## src/rtl/byte_fetch_arbiter.sv

```systemverilog
// Shares a byte-wide, one-cycle-latency program memory between instruction fetch
// and data load, assembling four byte reads into a little-endian 32-bit word.
module byte_fetch_arbiter #(
  parameter int ADDRESS_WIDTH  = 32,
  parameter int DATA_WIDTH     = 32,
  parameter int MEM_ADDR_WIDTH = 8
) (
  input  logic                      clk,
  input  logic                      rst_n,
  input  logic                      if_req,
  input  logic [ADDRESS_WIDTH-1:0]  if_addr,
  output logic                      if_gnt,
  output logic                      if_valid,
  input  logic                      ld_req,
  input  logic [ADDRESS_WIDTH-1:0]  ld_addr,
  output logic                      ld_gnt,
  output logic                      ld_valid,
  output logic [DATA_WIDTH-1:0]     rdata,
  output logic                      mem_rd,
  output logic [MEM_ADDR_WIDTH-1:0] mem_addr,
  input  logic [7:0]                mem_rdata
);

  typedef enum logic [1:0] {IDLE, READ, DRAIN, DONE} state_t;
  typedef enum logic {OWN_IF, OWN_LD} owner_t;

  state_t                    state, state_nxt;
  owner_t                    owner, last_owner;
  logic [1:0]                cnt;
  logic [MEM_ADDR_WIDTH-1:0] base;
  logic                      pick_ld;
  logic                      vld_p1;
  logic [1:0]                lane_p1;
  logic [23:0]               asm_p1;
  logic                      unused_addr_bits;

  assign unused_addr_bits = ^{if_addr[ADDRESS_WIDTH-1:MEM_ADDR_WIDTH],
                              ld_addr[ADDRESS_WIDTH-1:MEM_ADDR_WIDTH]};

  // Round-robin: on contention the requester that did not win last time is picked.
  always_comb begin
    state_nxt = state;
    if_gnt    = 1'b0;
    ld_gnt    = 1'b0;
    if_valid  = 1'b0;
    ld_valid  = 1'b0;
    mem_rd    = 1'b0;
    mem_addr  = '0;
    pick_ld   = ld_req && (!if_req || (last_owner == OWN_IF));
    case (state)
      IDLE: begin
        if (rst_n && (if_req || ld_req)) begin
          if_gnt    = !pick_ld;
          ld_gnt    = pick_ld;
          state_nxt = READ;
        end
      end
      READ: begin
        mem_rd   = 1'b1;
        mem_addr = base + MEM_ADDR_WIDTH'(cnt);
        if (cnt == 2'd3) state_nxt = DRAIN;
      end
      DRAIN: state_nxt = DONE;
      DONE: begin
        if_valid  = (owner == OWN_IF);
        ld_valid  = (owner == OWN_LD);
        state_nxt = IDLE;
      end
      default: state_nxt = IDLE;
    endcase
  end

  // Stage p0 -> p1: read strobe and lane index follow the memory's one-cycle latency.
  always_ff @(posedge clk or negedge rst_n) begin
    if (!rst_n) begin
      state      <= IDLE;
      owner      <= OWN_IF;
      last_owner <= OWN_LD;
      cnt        <= 2'd0;
      vld_p1     <= 1'b0;
      lane_p1    <= 2'd0;
      rdata      <= '0;
    end else begin
      state   <= state_nxt;
      vld_p1  <= mem_rd;
      lane_p1 <= cnt;
      if (if_gnt || ld_gnt) begin
        owner      <= ld_gnt ? OWN_LD : OWN_IF;
        last_owner <= ld_gnt ? OWN_LD : OWN_IF;
        cnt        <= 2'd0;
      end else if (state == READ) begin
        cnt <= cnt + 2'd1;
      end
      // Lane 3 arrives during DRAIN and is merged straight into rdata on DONE entry.
      if (state == DRAIN) rdata <= {mem_rdata, asm_p1};
    end
  end

  always_ff @(posedge clk) begin
    if (if_gnt)      base <= if_addr[MEM_ADDR_WIDTH-1:0];
    else if (ld_gnt) base <= ld_addr[MEM_ADDR_WIDTH-1:0];
    if (vld_p1) begin
      case (lane_p1)
        2'd0:    asm_p1[7:0]   <= mem_rdata;
        2'd1:    asm_p1[15:8]  <= mem_rdata;
        2'd2:    asm_p1[23:16] <= mem_rdata;
        default: ;
      endcase
    end
  end

endmodule

```

## config.mk

```make
export PLATFORM = sky130hd
export DESIGN_NAME = byte_fetch_arbiter
export DESIGN_NICKNAME = d
export VERILOG_FILES = /design/src/rtl/byte_fetch_arbiter.sv
export SDC_FILE = /design/constraint.sdc
export NUM_CORES = 1
export LEC_CHECK = 0
export CORE_MARGIN = 2
export CORE_UTILIZATION = 43
export DETAILED_ROUTE_END_ITERATION = 8
export PLACE_DENSITY = 0.91
export RECOVER_POWER = 50
export REMOVE_ABC_BUFFERS = 1
export SYNTH_ARGS = -nofsm -noshare
export SYNTH_HDL_FRONTEND = slang
export SYNTH_SLANG_ARGS = --single-unit
```

## constraint.sdc

```tcl
create_clock -name clk -period 3.15 [get_ports clk]
set_input_delay 0.315 -clock clk [delete_from_list [all_inputs] [get_ports clk]]
set_output_delay 0.315 -clock clk [all_outputs]
set_load 0.02 [all_outputs]
```

# ---- Yosys cells after proc, flatten, opt, wreduce, memory -nomap -nowiden
# Cells that the tools add are included.
dict set report op_classes {
  n_addsub 2
  bitwise 2
  reduce_logical 15
  n_mux 16
  n_eq_ne 8
}
# cell n
set ops {}
lappend ops {{8-bit 2-to-1 mux} 3}
lappend ops {{8-bit by 2-bit adder with 8-bit output} 1}
lappend ops {{2-bit equality test (second input constant)} 4}
lappend ops {{1-bit 2-to-1 mux} 8}
lappend ops {{2-bit 2-to-1 mux} 4}
lappend ops {{2-bit case mux with 4 select lines} 1}
lappend ops {{2-bit AND reduction} 4}
lappend ops {{2-bit by 1-bit equality test with 1-bit output (second input constant)} 2}
lappend ops {{2-bit zero test} 2}
lappend ops {{2-bit != test (second input constant)} 2}
lappend ops {{2-bit nonzero test} 2}
lappend ops {{1-bit logical OR} 3}
lappend ops {{2-bit by 1-bit adder with 2-bit output (second input constant)} 1}
lappend ops {{1-bit logical AND} 2}
lappend ops {{1-bit zero test} 2}
lappend ops {{1-bit inverter} 2}
dict set report totals {
  register_bits 73
  output_inout_bits 45
  in_bits 76
  elab_cells 54
}

# ---- Depth between registers and ports, before layout
# Gate-level depths: netlist of run 1.
dict set report depth {
  ltp_word 8
  ltp_mapped 6
  mapped_depth_nobuf 5
}

# ---- Least setup slack after synthesis of run 1
# No wires, ideal clock.
dict set report synth_timing {
  path_kind {register to output}
  from {reg cnt[0]}
  to {out mem_addr[6]}
  slack_ps 1191
  n_path_buf 0
  required_time_ps 2835
  path_stages_with_launch 6
  arrival_time_ps 1644
  path_cell_list {dfrtp_1 ha_1 fa_1 inv_1 or3_2 a21oi_1}
}
dict set report synth_between {
  elab_chain_cells 2
}
# item line_no
set synth_rtl {}
lappend synth_rtl {{from (decl)} 29} ;# logic [1:0] cnt;
lappend synth_rtl {{from (signal assigned)} 92} ;# cnt <= cnt + 2'd1;
lappend synth_rtl {{8-bit by 2-bit adder with 8-bit output} 60} ;# mem_addr = base + MEM_ADDR_WIDTH'(cnt);
lappend synth_rtl {{8-bit 2-to-1 mux} 50} ;# case (state)
lappend synth_rtl {{to (decl)} 20} ;# output logic [MEM_ADDR_WIDTH-1:0] mem_addr,
# Every way passes these cells.

# ---- Worst setup path after layout of run 1
# Ends and elaborated chain as after synthesis.

==> results of run 1 <==
sequential cells by signal (all words and copies together) (netlist names):
register,count
asm_p1,24
base,8
cnt,2
lane_p1,2
last_owner,1
owner,1
rdata,32
state,2
vld_p1,1
stage by stage:
step	instance area [sq um]	setup WS [ns]	cells	util	hold WS, ns
final	3920	0.258	343	0.610	0.412
after global routing	3920	0.0773	343	0.610	0.410
after CTS	3930	0.257	343	0.611	0.325
after detailed placement	3690	0.651	326	0.575	0.155
after global placement	3690	0.728	326	0.575	0.146
after floorplan	2850	0.950	174	-	0.0194
critical path: stages, from the launching register on:
cell	delay [ns]
dfrtp_1	0.44
ha_1	0.22
fa_1	0.25
inv_1	0.06
or3_2	0.44
a21oi_1	0.20
clkdlybuf4s50_1	0.63
cell usage after synthesis (all sizes together):
cell type and number:
a21oi 7, and2 3, and3 1, and3b 1
buf 4, clkbuf 1, dfrtp 40, dfstp 1
edfxtp 32, fa 1, ha 7, inv 7
mux2 41, mux2i 1, nand2 2, nand3 3
nand4 1, nor2 9, nor2b 2, nor3b 1
o211a 1, o21ai 4, o31ai 1, o32a 1
or3 3, or4 1, xnor2 2, xor2 1
per-layer routing:
| layer | up-vias | share of wire | GRT usage | wire, um |
|---|---|---|---|---|
| met5 | - | 0 | 0 | 0 |
| met4 | 0 | 0.0089 | 0.0649 | 46 |
| met3 | 6 | 0.077 | 0.0587 | 399 |
| met2 | 62 | 0.50 | 0.261 | 2600 |
| met1 | 862 | 0.41 | 0.182 | 2150 |
| li1 | 813 | - | - | - |
layout make-up:
type                            instances  share of cell area
Sequential cell                        73               0.508
Multi-Input combinational cell         94               0.214
Timing Repair Buffer                   76               0.190
Clock buffer                           11              0.0415
Tap cell                               77              0.0246
Clock inverter                          5              0.0156
Inverter                                7             0.00671
timing repair:
item                      CTS  global route
hold endpoints to repair    2             0
hold buffers                1             0
setup buffers               0             0
worst min-delay path by stage:
stage / from / endpoint / slack (ns) / cells past startpoint
after global placement: rst_n / owner$_DFFE_PN0P_ / 0.15 / 1
after detailed placement: rst_n / owner$_DFFE_PN0P_ / 0.15 / 1
final: rst_n / owner$_DFFE_PN0P_ / 0.41 / 2
after floorplan: rst_n / cnt[0]$_DFFE_PN0P_ / 0.02 / 0
after CTS: rst_n / owner$_DFFE_PN0P_ / 0.33 / 2
after global routing: rst_n / owner$_DFFE_PN0P_ / 0.41 / 2
cell families after synthesis:
| group | Yosys count |
|---|---|
| buffers and inverters | 12 |
| muxes | 42 |
| and+or+nand+nor | 27 |
| AOI/OAI and AO/OA | 14 |
| DFF | 73 |
| xor gates and xnor gates | 3 |
| adders and majority gates | 8 |
report_power, final:
part	switching, W	internal, W
Sequential	0.000187	0.00136
Combinational	0.000804	0.000882
Clock	0.000349	0.000436
Total	0.00134	0.00268
==> metrics, run 1 <==
outcome=finished, violations left; failing checks=design-rule violations; first-pass GRT wire length=8730 um; ANT cells=0; area occupied by multi-input gates=838 sq um; combinational family with the most area after synthesis=multiplexers; FMAX=346 MHz; pin count of the biggest net entering global routing=40; clk_lat worst skew=0.34 ns; register area=1990 sq um; area leader, netlist=dfrtp_1; Rows=29; share of the synthesized area in the top cell type=0.348; fill cell count=480; via count=1743; min cycle time layout=2.89 ns; post-synthesis sequential area ratio=0.691; CP max FO=4; Routability Congestion=0.681; Synth area leaders=dfrtp_1 (35%), edfxtp_1 (33%), mux2_2 (16%); share of layout cells above drive strength 1=0.237; effective utilization at floorplan=0.448; origin of the worst setup path=cnt[0]$_DFFE_PN0P_; Routed Antenna Nets=0; maximum clock path buffer count=2; final net count=345; Worst IR Drop VDD=0.000528 V; reg2reg start=lane_p1[0]$_DFF_PN0_; CP endpoint kind=output port; DRC viols=4; Total Power=0.00402 W; Avg Cell Area, Syn=16.1 sq um; PwrDens=1030 nW/um^2; Yosys warnings=0; via density per instance=5.08; grt ovf=0; Worst EP required=2.83 ns; Tightest Hold Check Type=in -> async; Leak=1.52 nW; IO Pins=121; P&R area growth vs syn=36.2%; CTS tree=yes; worst reg2reg endpoint=asm_p1[4]$_DFFE_PP_; core box area=6420 sq um; Fin Setup TNS=0 ns; endpoints failing setup=0; max-slew violations=0; flop and latch count out of synthesis=73; GRT Total Usage=0.157; Die W=85.8 um; Initial DRC Count=51; WL per Instance=15.1 um; Startpoint Class=register; IO buf count=72; Routed WL=5190 um; hpwl dp=3690 um; RSZ-0062 raised after global routing=false; WS Path Type=reg -> out; first drt pass iteration count=8; cts bufs inserted=9; MaxCap Viol Count=0; die height=85.8 um; vias in the first global route=1841; Slew @ Worst Pin=1.37 ns; final hold vios=0; multiplexer area fraction after synthesis=0.164; post_cts resized=0; synthesized instance count=179; CTS HTree Levels=3; Worst slew margin=0.0826; Synth Area in Simple Gates=0.0522; Root Buffer=clkbuf_8; CTS Sinks=73; r2r setup slk=1.27 ns; Post-Syn Area=2880 sq um; commonest non-fill, non-tap cell in the layout=clkdlybuf4s50_1; reg2reg path depth=1; most frequent cells in the layout=clkdlybuf4s50_1 (63), mux2_2 (41), dfrtp_1 (40); XOR/XNOR Fraction of Synth Area=0.00913; Reg clk slew, reported paths=0.08 ns; CP arrival=2.58 ns; Die ar.=7360 sq um; adder-cell share of the synthesized area=0.0374; Yosys cell types=29; final period utilization=0.918; clk_skew=0.00637 ns; area fraction in compound gates after synthesis=0.0287; Worst Setup EP=mem_addr[6]; initial antenna violation count=0
Power figures use the tool's default switching activity.
==> run 2: changes to the inputs <==
CTS_CLUSTER_DIAMETER = 40   (was unset)
==> results of run 2 <==
Same layout as run 1: the final DEF is identical, and so are final timing and power.
==> run 3: changes to the inputs <==
SETUP_SLACK_MARGIN = 0.3   (was unset)
==> metrics, run 3 (same netlist as run 1, synthesis figures left out) <==
outcome=finished, violations left (unchanged); failing checks=design-rule violations (unchanged); ANT cells=0 (unchanged); WS Path Type=in -> out (was reg -> out); cts bufs inserted=9 (unchanged); IO Pins=121 (unchanged); Tightest Hold Check Type=in -> async (unchanged); Slew @ Worst Pin=1.36 ns (was 1.37 ns); Die ar.=7360 sq um (unchanged); CTS Sinks=73 (unchanged); register area=1990 sq um (unchanged); final hold vios=0 (unchanged); Reg clk slew, reported paths=0.07 ns (was 0.08 ns); placed cells=326 (unchanged); CTS tree=yes (unchanged); via density per instance=5.07 (was 5.08); r2r setup slk=1.28 ns (was 1.27 ns); Fin Setup TNS=0 ns (unchanged); initial antenna violation count=0 (unchanged); IO buf count=72 (unchanged); clk_lat worst skew=0.34 ns (about the same); RSZ-0062 raised after global routing=false (unchanged); via count=1740 (was 1743); min cycle time layout=2.81 ns (was 2.89 ns); most frequent cells in the layout=clkdlybuf4s50_1 (61), mux2_2 (41), dfrtp_1 (40) (was clkdlybuf4s50_1 (63), mux2_2 (41), dfrtp_1 (40)); number of flip-flops in the largest register=32 (unchanged); non-filler cells in the finished layout=343 (unchanged); max-slew violations=0 (unchanged); first-pass GRT wire length=8730 um (unchanged); commonest non-fill, non-tap cell in the layout=clkdlybuf4s50_1 (unchanged); Core Util, Final=0.611 (was 0.610); die height=85.8 um (unchanged); Initial DRC Count=41 (was 51); Die W=85.8 um (unchanged); Biggest register=rdata (unchanged); Root Buffer=clkbuf_8 (unchanged); Routed Antenna Nets=0 (unchanged); hpwl dp=3690 um (unchanged); effective utilization at floorplan=0.448 (unchanged); CP max FO=13 (was 4); area occupied by multi-input gates=842 sq um (was 838 sq um); Worst slew margin=0.0888 (was 0.0826); grt ovf=0 (unchanged); share of layout cells above drive strength 1=0.241 (was 0.237); vias in the first global route=1841 (unchanged); Worst IR Drop VDD=0.000527 V (was 0.000528 V); final net count=345 (unchanged); final period utilization=0.893 (was 0.918); Routed WL=5200 um (was 5190 um); endpoints failing setup=0 (unchanged); CTS HTree Levels=3 (unchanged); Routability Congestion=0.681 (unchanged); CP arrival=2.50 ns (was 2.58 ns); Total Power=0.00402 W (about the same); Startpoint Class=primary input (was register); pin count of the biggest net entering global routing=40 (unchanged); Leak=1.54 nW (was 1.52 nW); CP endpoint kind=output port (unchanged); PwrDens=1030 nW/um^2 (about the same); GRT Total Usage=0.157 (unchanged); top flop regs=rdata: 32 flops, asm_p1: 24 flops, base: 8 flops (unchanged); FMAX=356 MHz (was 346 MHz); WL per Instance=15.2 um (was 15.1 um); clk_skew=0.00589 ns (was 0.00637 ns); DRC viols=4 (unchanged); MaxCap Viol Count=0 (unchanged); maximum clock path buffer count=2 (unchanged); fill cell count=481 (was 480); first drt pass iteration count=8 (unchanged); Rows=29 (unchanged); P&R area growth vs syn=36.4% (was 36.2%); core box area=6420 sq um (unchanged); Worst EP required=2.83 ns (about the same); worst hold slack=0.409 ns (was 0.412 ns)
## run 3: cell types whose count changed in the layout (fill, tap and decap cells not counted)
cell             change
dlymetal6s2s_1       +1
a21oi_2              +1
dlygate4sd2_1        +1
clkdlybuf4s50_1      -2
a21oi_1              -1
## run 3: final cells by class
class,instances,area share
Multi-Input combinational cell,94,0.215
Tap cell,77,0.0246
Inverter,7,0.00670
Timing Repair Buffer,76,0.190
Clock inverter,5,0.0156
Clock buffer,11,0.0415
Sequential cell,73,0.507
## run 3: worst max-delay path: stages
cell             delay (ns)
dlygate4sd3_1          0.52
clkbuf_1               0.33
o211a_1                0.50
and3_1                 0.22
clkdlybuf4s50_1        0.60
## run 3: final timing paths
path,to,from,cells after the start
max,ld_gnt,rst_n,5
min,owner$_DFFE_PN0P_,rst_n,2
max reg2reg,asm_p1[4]$_DFFE_PP_,lane_p1[0]$_DFF_PN0_,1
min reg2reg,rdata[14]$_DFFE_PN0P_,asm_p1[14]$_DFFE_PP_,1
max in group asynchronous,vld_p1$_DFF_PN0_,rst_n,3
min in group clk,rdata[14]$_DFFE_PN0P_,asm_p1[14]$_DFFE_PP_,1
## run 3: where the power goes
part	internal (W)	switching (W)
clock	0.000436	0.000348
sequential	0.00136	0.000186
combinational	0.000881	0.000807
total	0.00268	0.00134
## run 3: stage by stage
stage / area (sq um) / worst slack (ns)
2_1_floorplan: 2850 / 0.950
3_3_place_gp: 3690 / 0.728
3_5_place_dp: 3690 / 0.651
4_1_cts: 3930 / 0.376
5_1_grt: 3920 / 0.236
6_report: 3920 / 0.338
## run 3: what timing repair did
| action | 4_1_cts | 5_1_grt |
|---|---|---|
| endpoints found under the hold margin | 2 | 0 |
| endpoints found under the setup margin | 1 | 2 |
| setup buffers | 0 | 0 |
| resized for setup | 1 | 2 |
| hold buffers | 1 | 0 |
## run 3: layer usage
metal,vias up,GRT usage,share of wire
li1,815,-,-
met1,858,0.182,0.42
met2,61,0.261,0.50
met3,6,0.0587,0.072
met4,0,0.0649,0.0085
met5,-,0,0
